File: src/rtl/intr_ctrl.sv
// Interrupt request controller: synchronizes irq_in, latches a one-deep pending request,
// and issues intr only at a safe (non control-flow) instruction boundary.
module intr_ctrl #(
   parameter int SYNC_STAGES = 2
) (
   input  logic       clk,
   input  logic       reset,
   input  logic       irq_in,
   input  logic       int_en,
   input  logic       instr_done,
   input  logic [3:0] opcode,
   input  logic [1:0] brx,
   input  logic       overrun_clr,
   output logic       intr,
   output logic       in_service,
   output logic       irq_pending,
   output logic       irq_overrun
);

   typedef enum logic {
      IDLE    = 1'b0,
      SERVICE = 1'b1
   } state_t;

   state_t                 state_q, state_d;
   logic [SYNC_STAGES-1:0] sync_q;
   logic                   sync_d_q;
   logic                   pending_q, pending_d;
   logic                   overrun_q, overrun_d;
   logic                   irq_edge;
   logic                   ctl;
   logic                   rti;

   always_ff @(posedge clk or posedge reset) begin
      if (reset) begin
         sync_q    <= '0;
         sync_d_q  <= 1'b0;
         state_q   <= IDLE;
         pending_q <= 1'b0;
         overrun_q <= 1'b0;
      end else begin
         sync_q    <= {sync_q[SYNC_STAGES-2:0], irq_in};
         sync_d_q  <= sync_q[SYNC_STAGES-1];
         state_q   <= state_d;
         pending_q <= pending_d;
         overrun_q <= overrun_d;
      end
   end

   assign irq_edge = sync_q[SYNC_STAGES-1] & ~sync_d_q;

   // Issuing on a branch/LOOP/JMP boundary would override the redirect in the PC unit.
   assign ctl = (opcode == 4'd9) | (opcode == 4'd10) | (opcode == 4'd11);
   assign rti = instr_done & (opcode == 4'd11) & (brx == 2'd3);

   always_comb begin
      state_d   = state_q;
      pending_d = pending_q;
      overrun_d = overrun_q;
      intr      = 1'b0;
      case (state_q)
         IDLE: begin
            intr = pending_q & int_en & instr_done & ~ctl;
            if (intr) state_d = SERVICE;
         end
         SERVICE: begin
            if (rti) state_d = IDLE;
         end
         default: state_d = IDLE;
      endcase
      // A new edge in the issue cycle becomes the next request rather than an overrun.
      if (intr)                         pending_d = 1'b0;
      if (irq_edge)                     pending_d = 1'b1;
      if (overrun_clr)                  overrun_d = 1'b0;
      if (irq_edge & pending_q & ~intr) overrun_d = 1'b1;
   end

   assign in_service  = (state_q == SERVICE);
   assign irq_pending = pending_q;
   assign irq_overrun = overrun_q;

endmodule

File: config.mk
export PLATFORM = sky130hd
export DESIGN_NAME = intr_ctrl
export DESIGN_NICKNAME = d
export VERILOG_FILES = /design/src/rtl/intr_ctrl.sv
export SDC_FILE = /design/constraint.sdc
export NUM_CORES = 1
export LEC_CHECK = 0
export CORE_AREA = 2 2 39 41
export DETAILED_ROUTE_END_ITERATION = 12
export DIE_AREA = 0 0 41 43
export DONT_BUFFER_PORTS = 1
export RECOVER_POWER = 100
export SETUP_SLACK_MARGIN = 0.4
export SYNTH_ARGS = -nofsm -noshare
export SYNTH_HDL_FRONTEND = slang
export SYNTH_SLANG_ARGS = --single-unit
File: constraint.sdc
create_clock -name clk -period 2.7 [get_ports clk]
set_clock_uncertainty 0.1 [all_clocks]
set_input_delay 0.405 -clock clk [delete_from_list [all_inputs] [get_ports clk]]
set_output_delay 0.405 -clock clk [all_outputs]
set_load 0.1 [all_outputs]
==> results.toml, run 1 <==
[synthesis]
syn-num-nets = 31
ys_seq_area_share_pct = 59.4
post_synth_instance_area_sq_um = 253
synthTopCellsByCount = "sky130_fd_sc_hd__dfrtp_1, sky130_fd_sc_hd__inv_1"
synth_area_per_cell_sq_um = 13.3
synth_top_area_cell = "sky130_fd_sc_hd__dfrtp_1"
ys_types = 12
synth.yosys.warnings = 0
synth.most_common_cell = "sky130_fd_sc_hd__dfrtp_1"
synth_edf_count = 0
yosys-top-cells-area = "sky130_fd_sc_hd__dfrtp_1, sky130_fd_sc_hd__a21oi_4, sky130_fd_sc_hd__o41ai_2"
ys_async_sr_fraction_pct = 100
synth.ff_latch_count = 6
yosys_most_used_dff = "sky130_fd_sc_hd__dfrtp_1"
synth.top_cell.area_share_pct = 59.4
post_synth_inst_count = 19

[placed_design]
finalWeightedCongestion = 0.551
placement.io_buffers = 0
placed_cells = 38
sum_of_net_half_perimeters_after_detailed_placement_microns = 456

[floorplanning]
die_height_microns = 43
chipWidth_microns = 41
io_pins = 16
initial_utilization_pct = 18.3
die_area_sq_um = 1760
rows = 14
fp.coreArea_sq_um = 1380

[global_routing]
grtUsageMet2_pct = 12.5
grt.busiest_layer = "met2"
grt.total_usage_pct = 7.78
groute.layer.met3.usage_pct = 9.42
first_global_vias = 224
number_of_antenna_violations_at_the_first_check_in_global_routing = 0
grt_max_degree = 7
grt_first_pass_wirelength_microns = 800
gr-total-overflow = 0
met1_usage_pct = 4.26

[critical_path]
slowest_delay_ps = 900
critPathLaunchType = "flip-flop"
worst-setup-path-type = "flip-flop to output pin"
worstPathBufferInverterCount = 1
critPathSlowestCell = "sky130_fd_sc_hd__clkbuf_1"
critical_path.endpoint_type = "output pin"
arrival_time_of_the_worst_setup_path_ps = 1500
timing.critical_path.max_delay_family = "buffers and inverters"
cp_max_fo = 2
timing.critical_path.required_ps = 2190
critical_path.cell_chain = "clkbuf_1"

[flow_run]
max_cap_violations = 0

[cts]
numClockSinks = 6
clock_tree.root_cell = "sky130_fd_sc_hd__clkbuf_4"
clk_pin_slew_ps = 50
tritoncts = "built"
clk-insertion-delay-late_ps = 240
tritoncts.num_buffers = 3
htree_levels = 1
post_cts_resize_count = 0
maximum_number_of_buffers_from_clock_root_to_sink = 2

[routing]
drt_first_iter_violations = 2
vias_per_cell = 4.37
wl_per_cell_microns = 12.6
remaining_drc_errors = 0
detail_route.first_pass.iterations = 2
via_count = 188
routed_wirelength_microns = 540
ant_nets = 0

[timing]
worst-slew-pin-transition_ps = 1220
achievable-frequency_mhz = 499
grt_setup_unrepaired = "no"
finalHoldViolations = 0
final_period_minus_worst_setup_slack_ps = 2000
timing.slew.headroom_pct = 18.6
final.period_utilization_pct = 74.2
final_number_of_max_transition_violations = 0
setup_total_negative_slack_ps = 0
setup_viol_count_final = 0

[final_layout]
layout.cells.non_filler = 43
finish.utilization_pct = 23.0
fin_nets = 40
layout-area-overhead-vs-synth_pct = 25.7
drive_gt1_share_pct = 29.6
count_of_inserted_antenna_diode_cells = 0

[hold_path]
min-delay-path-class = "primary input to flip-flop"

[power]
total_power_uw = 368
pwr_density_cell_nw_per_um2 = 1160
leakagePower_nw = 0.141
worst_ir_drop_vdd_mv = 0.212

[run_status]
status = "finished, final reports clean"
## power breakdown
part / leakage [nW] / internal [mW] / switching (mW)
clock network: 0.0150 / 0.0560 / 0.0334
registers: 0.0663 / 0.107 / 0.0276
logic: 0.0595 / 0.0225 / 0.121
## worst reg2reg max path: stages, from the launching register on
cell,delay [ps]
sky130_fd_sc_hd__dfrtp_2,350
sky130_fd_sc_hd__clkbuf_1,900
sky130_fd_sc_hd__inv_1,160
sky130_fd_sc_hd__o41ai_1,330
## logic make-up (layout without fill, tap and decap cells)
family / Yosys count / in the layout / share of synthesized area, %
compound gates: 4 / 4 / 18.3
buf+inv: 3 / 11 / 4.46
flops: 6 / 6 / 59.4
simple gates: 6 / 6 / 17.8
## stage by stage
step | setup WS, ps | instance area, sq um | hold WS (ps)
after detailed placement | 1090 | 297 | 131
after global placement | 1110 | 297 | 110
after global routing | 652 | 318 | 65.5
final | 696 | 318 | 90.4
after CTS | 878 | 333 | 78.2
after floorplan | 468 | 254 | 95.9
## state kept, by name (all words and copies together) (netlist names)
signal	flops
in_service	1
irq_overrun	1
sync_q	2
sync_d_q	1
irq_pending	1
## path summary, 6_finish.rpt
path,cells after the start,startpoint,slack (ps),to
worst max-delay path,1,irq_pending$_DFFE_PP0P_,700,irq_pending
worst min-delay path,0,irq_in,90,sync_q[0]$_DFF_PP0_
worst max register to register,3,irq_pending$_DFFE_PP0P_,760,irq_overrun$_DFFE_PP0P_
worst min register to register,0,sync_q[0]$_DFF_PP0_,250,sync_q[1]$_DFF_PP0_
max in group asynchronous,2,reset,1870,irq_pending$_DFFE_PP0P_
min in group asynchronous,2,reset,420,in_service$_DFF_PP0_
## metal layers
layer	vias to the layer above	share of wire, %
li1	82	-
met1	88	29
met2	18	51
met3	0	20
met4	0	0
met5	-	0
## cell usage in the layout, fill, tap and decap left out, types with 3 or more instances in the layout
master / netlist / routed
sky130_fd_sc_hd__inv_1: 3 / 3
sky130_fd_sc_hd__clkbuf_4: 0 / 3
sky130_fd_sc_hd__clkbuf_1: 0 / 3
sky130_fd_sc_hd__dfrtp_1: 6 / 5
## what timing repair did
| item | 4_1_cts | 5_1_grt |
|---|---|---|
| buffers inserted | 0 | 0 |
| hold buffers | 1 | 0 |
| endpoints found under the hold margin | 6 | 0 |
## area by class of cell
type	count	area, sq um
fillers	148	1070
multi-input cells	10	83.8
repair buffers	4	25.0
well taps	16	20.0
clock buffers	4	26.3
inverters	3	11.3
flip-flops and latches	6	151
Note: power is estimated with default switching activity, not from simulation.
==> run 2: changes to the inputs <==
==> constraint.sdc (replaced) <==
create_clock -name clk -period 1.6 [get_ports clk]
set_clock_uncertainty 0.1 [all_clocks]
set_input_delay 0.24 -clock clk [delete_from_list [all_inputs] [get_ports clk]]
set_output_delay 0.24 -clock clk [all_outputs]
set_load 0.1 [all_outputs]
==> run 2 against run 1 <==
The run now ends with negative setup slack left. Hold slack improved by 23 ps. Cell count rose by 12%. Sequential share of layout area fell by 8.7 points. Core utilization rose by 6.5 points. Critical path type unchanged.
==> results.toml, run 2 (synthesized netlist as in run 1, its figures left out) <==
[power]
worst_ir_drop_vdd_mv = 0.554
pwr_density_cell_nw_per_um2 = 1810
leakagePower_nw = 0.179

[floorplanning]
io_pins = 16
fp.coreArea_sq_um = 1380
rows = 14
die_height_microns = 43
initial_utilization_pct = 18.3
chipWidth_microns = 41
die_area_sq_um = 1760

[hold_path]
whs_path_depth = 2
holdPathEnd = "in_service$_DFF_PP0_"
min-delay-path-class = "primary input to flip-flop"
hp-start = "instr_done"

[critical_path]
worstReg2RegStart = "in_service$_DFF_PP0_"
ff2ff_setup_slack_ps = 120
timing.critical_path.required_ps = 1260
rr_worst_depth = 5
arrival_time_of_the_worst_setup_path_ps = 1310
critical_path.endpoint_type = "output pin"
worst-setup-path-type = "flip-flop to output pin"
rr_endpoint = "irq_overrun$_DFFE_PP0P_"
critPathLaunchType = "flip-flop"
cp_max_fo = 2

[final_layout]
mostFrequentLayoutCells = "sky130_fd_sc_hd__clkbuf_4, sky130_fd_sc_hd__inv_1, sky130_fd_sc_hd__dfrtp_1"
count_of_inserted_antenna_diode_cells = 0
finished_layout_cell_area_sq_um = 408
largest-register = "sync_q"
leading_cell_type_in_the_layout_fill_and_taps_excluded = "sky130_fd_sc_hd__clkbuf_4"
fin_nets = 45
layout-area-overhead-vs-synth_pct = 61.4
drive_gt1_share_pct = 50.0
max_ffs_per_register = 2
layout.cells.non_filler = 48

[timing]
timing.slew.headroom_pct = 66.7
final_period_minus_worst_setup_slack_ps = 1650
grt_setup_unrepaired = "yes"
worst-slew-pin-transition_ps = 499
achievable-frequency_mhz = 606
final.period_utilization_pct = 103
finalHoldViolations = 0
final_number_of_max_transition_violations = 0
setup_viol_count_final = 1
timing.final.ws_setup_ps = -50.2

[global_routing]
gr-total-overflow = 0
grt.total_usage_pct = 8.00
grt_first_pass_wirelength_microns = 834
first_global_vias = 235
grt_max_degree = 7
number_of_antenna_violations_at_the_first_check_in_global_routing = 0

[cts]
clk-insertion-delay-late_ps = 250
tritoncts.num_buffers = 3
tritoncts = "built"
clk_pin_slew_ps = 50
maximum_number_of_buffers_from_clock_root_to_sink = 2
numClockSinks = 6
htree_levels = 1
clock_tree.root_cell = "sky130_fd_sc_hd__clkbuf_4"

[placed_design]
placement.io_buffers = 0
dpl-instance-area_sq_um = 324
finalWeightedCongestion = 0.564
placed_cells = 39
sum_of_net_half_perimeters_after_detailed_placement_microns = 420

[routing]
via_count = 205
wl_per_cell_microns = 11.7
routed_wirelength_microns = 561
vias_per_cell = 4.27
detail_route.first_pass.iterations = 1
drt_first_iter_violations = 0
ant_nets = 0
remaining_drc_errors = 0

[run_status]
status = "complete, but fails checks"
failed_checks = "negative setup slack"

[flow_run]
max_cap_violations = 0
run 2: how the worst max path moves through the flow:
stage                         start                 endpoint  slack (ps)
2_1_floorplan  in_service$_DFF_PP0_  irq_pending$_DFFE_PP0P_        -270
3_3_place_gp   in_service$_DFF_PP0_                     intr         220
3_5_place_dp   in_service$_DFF_PP0_                     intr         180
4_1_cts        in_service$_DFF_PP0_                     intr         -70
5_1_grt        in_service$_DFF_PP0_                     intr        -100
6_report       in_service$_DFF_PP0_                     intr         -50
run 2: metrics by stage:
step	hold slack [ps]	setup WS, ps	total power, mW	util (%)	TNS [ps]
6_report	114	-50.2	0.739	29.5	-50.2
5_1_grt	112	-99.5	0.775	29.5	-99.5
4_1_cts	79.5	-66.7	0.768	29.8	-66.7
3_5_place_dp	-42.5	179	0.520	23.4	0
3_3_place_gp	-55.2	224	0.512	23.4	0
2_1_floorplan	-69.1	-273	0.458	-	-928
run 2: power by group:
part | total, mW | internal [mW] | leakage (nW) | switching [mW]
sequential | 0.241 | 0.193 | 0.0653 | 0.0480
clock | 0.152 | 0.0946 | 0.0150 | 0.0575
combinational | 0.346 | 0.118 | 0.0984 | 0.229
run 2: area by class of cell:
type | instances | area (sq um)
Inverter | 3 | 11.3
Timing Repair Buffer | 9 | 88.8
Fill cell | 146 | 976
Tap cell | 16 | 20.0
Sequential cell | 6 | 159
Clock buffer | 4 | 26.3
Multi-Input combinational cell | 10 | 103
run 2: per-layer routing:
layer  wire [microns]  up-vias  GRT usage (%)
met1              171       94           4.97
met5                0        -              0
met2              272       18           12.5
li1                 -       91              -
met4               11        0           6.00
met3              106        2           7.85
run 2: what timing repair did:
| item | CTS | global route |
|---|---|---|
| buffers inserted | 2 | 1 |
| endpoints found under the setup margin | 7 | 7 |
| resized for setup | 7 | 2 |
| pin swaps | 0 | 1 |
| hold endpoints to repair | 7 | 0 |
| gates cloned | 0 | 0 |
| hold buffers | 2 | 0 |
run 2: critical path: stages (launching register included):
cell and delay, ps:
sky130_fd_sc_hd__dfrtp_4 460, sky130_fd_sc_hd__nand4b_1 220, sky130_fd_sc_hd__a21oi_4 180, sky130_fd_sc_hd__buf_12 190
==> run 3: changes to the inputs <==
==> constraint.sdc (replaced) <==
create_clock -name clk -period 1.4 [get_ports clk]
set_clock_uncertainty 0.1 [all_clocks]
set_input_delay 0.21 -clock clk [delete_from_list [all_inputs] [get_ports clk]]
set_output_delay 0.21 -clock clk [all_outputs]
set_load 0.1 [all_outputs]
==> run 3 against run 2 <==
The run still ends with negative setup slack left. Sequential share of layout area shrank 1.5 points. Critical endpoint unchanged. First-iteration DRC count grew 1. Global-route usage grew 0.085 points. Power grew 20%. Highest routed layer is now met3. Die area is the same. Critical path type unchanged. Clock power grew 14%. Routed wire length grew 12%. Flip-flop and latch count is the same.
==> results.toml, run 3 (synthesized netlist as in run 1, its figures left out) <==
[critical_path]
slowest_delay_ps = 470
timing.critical_path.max_delay_family = "flip-flops"
timing.critical_path.required_ps = 1090
worstPathBufferInverterCount = 1
arrival_time_of_the_worst_setup_path_ps = 1330
rr_worst_depth = 6
critical_path.cell_chain = "nand4b_1, a21oi_4, buf_12"
levels_on_crit_path = 3
critPathSlowestCell = "sky130_fd_sc_hd__dfrtp_4"
ff2ff_setup_slack_ps = -80
critical_path.endpoint_type = "output pin"
critPathLaunchType = "flip-flop"
cp_max_fo = 2
worst-setup-path-type = "flip-flop to output pin"

[final_layout]
filler_cell_count = 146
fin_nets = 46
finished_layout_cell_area_sq_um = 424
drive_gt1_share_pct = 54.5
mostFrequentLayoutCells = "sky130_fd_sc_hd__inv_1, sky130_fd_sc_hd__clkbuf_4, sky130_fd_sc_hd__buf_4, sky130_fd_sc_hd__buf_6, sky130_fd_sc_hd__dfrtp_1"
layout-area-overhead-vs-synth_pct = 67.8
max_ffs_per_register = 2
count_of_inserted_antenna_diode_cells = 0
largest-register = "sync_q"

[routing]
drt_first_iter_violations = 1
met2_length_microns = 354
routedLengthMet1_microns = 203
vias_per_cell = 4.29
via_count = 210
met3_wirelength_microns = 73
route.top_layer_used = "met3"
detail_route.first_pass.iterations = 2
routed_wirelength_microns = 631
ant_nets = 0
remaining_drc_errors = 0
wl_per_cell_microns = 12.9

[power]
pwr_density_cell_nw_per_um2 = 2090
leakagePower_nw = 0.193
worst_ir_drop_vdd_mv = 0.707

[timing]
final_number_of_max_transition_violations = 0
achievable-frequency_mhz = 610
setup_total_negative_slack_ps = -392
final_period_minus_worst_setup_slack_ps = 1640
grt_setup_unrepaired = "yes"
finalHoldViolations = 0
timing.slew.headroom_pct = 66.6
setup_viol_count_final = 4
worst-slew-pin-transition_ps = 501
timing.final.ws_setup_ps = -241
final.period_utilization_pct = 117

[floorplanning]
rows = 14
io_pins = 16
die_area_sq_um = 1760
initial_utilization_pct = 18.3
die_height_microns = 43
fp.coreArea_sq_um = 1380
chipWidth_microns = 41

[cts]
tritoncts = "built"
maximum_number_of_buffers_from_clock_root_to_sink = 2
tritoncts.num_buffers = 3
clk-insertion-delay-late_ps = 240
numClockSinks = 6
clock_tree.root_cell = "sky130_fd_sc_hd__clkbuf_4"
htree_levels = 1
clk_pin_slew_ps = 50

[run_status]
status = "complete, but fails checks"
failed_checks = "negative setup slack"

[global_routing]
grt.total_usage_pct = 8.09
first_global_vias = 244
grt_first_pass_wirelength_microns = 890
gr-total-overflow = 0
number_of_antenna_violations_at_the_first_check_in_global_routing = 0
grt_max_degree = 7

[placed_design]
dpl-instance-area_sq_um = 324
finalWeightedCongestion = 0.569
placement.io_buffers = 0

[hold_path]
min-delay-path-class = "primary input to flip-flop"
whs_path_depth = 2

[flow_run]
max_cap_violations = 0
run 3: cell count changes in the layout (fill, tap and decap cells not counted):
cell	delta
sky130_fd_sc_hd__clkbuf_4	-1
sky130_fd_sc_hd__buf_12	+1
sky130_fd_sc_hd__o41ai_4	-1
sky130_fd_sc_hd__o41ai_2	+1
sky130_fd_sc_hd__buf_6	+1
sky130_fd_sc_hd__buf_4	+1
sky130_fd_sc_hd__clkbuf_1	-1
run 3: worst paths after layout:
kind | from | end
max | in_service$_DFF_PP0_ | intr
min | overrun_clr | irq_overrun$_DFFE_PP0P_
max reg2reg | in_service$_DFF_PP0_ | irq_overrun$_DFFE_PP0P_
min reg2reg | sync_q[0]$_DFF_PP0_ | sync_q[1]$_DFF_PP0_
max in group asynchronous | reset | in_service$_DFF_PP0_
min in group asynchronous | reset | irq_pending$_DFFE_PP0P_
run 3: layout make-up:
type	instances	area [sq um]	area share [%]
sequential	6	159	37.5
timing repair buffer	10	116	27.4
multi-input combinational	10	91.3	21.5
tap	16	20.0	4.72
clock buffer	4	26.3	6.19
inverter	3	11.3	2.65
run 3: metrics by stage:
stage | worst slack, ps | instances | hold slack, ps | total power [mW] | util [%]
after detailed placement | -13.4 | 39 | -66.5 | 0.598 | 23.4
after CTS | -262 | 47 | 44.6 | 0.882 | 29.8
after global placement | 50.8 | 39 | -85.2 | 0.585 | 23.4
final | -241 | 49 | 52.1 | 0.887 | 30.7
after floorplan | -473 | 19 | -99.1 | 0.523 | -
after global routing | -296 | 49 | 58.1 | 0.927 | 30.7
run 3: report_power, final:
part           internal [mW]  switching [mW]  total, mW
combinational          0.172           0.260      0.432
sequential             0.220          0.0605      0.281
clock                  0.108          0.0655      0.174
run 3: worst reg2reg max path: cells and delay by family, from the launching register on:
kind            cells  cell delay (ps)
compound gates      2              240
buf+inv             3              320
flops               1              470
simple gates        1              230
run 3: routing by layer:
layer | GRT usage (%) | vias up
li1 | - | 94
met1 | 4.61 | 100
met2 | 15.3 | 16
met3 | 5.76 | 0
met4 | 4.00 | 0
met5 | 0 | -
run 3: repair_timing:
item,4_1_cts,5_1_grt
cloned,0,0
pin swaps,0,1
setup buffers,2,2
hold endpoints to repair,7,0
setup endpoints to repair,7,7
gates resized for setup,7,2
hold buffers,2,0
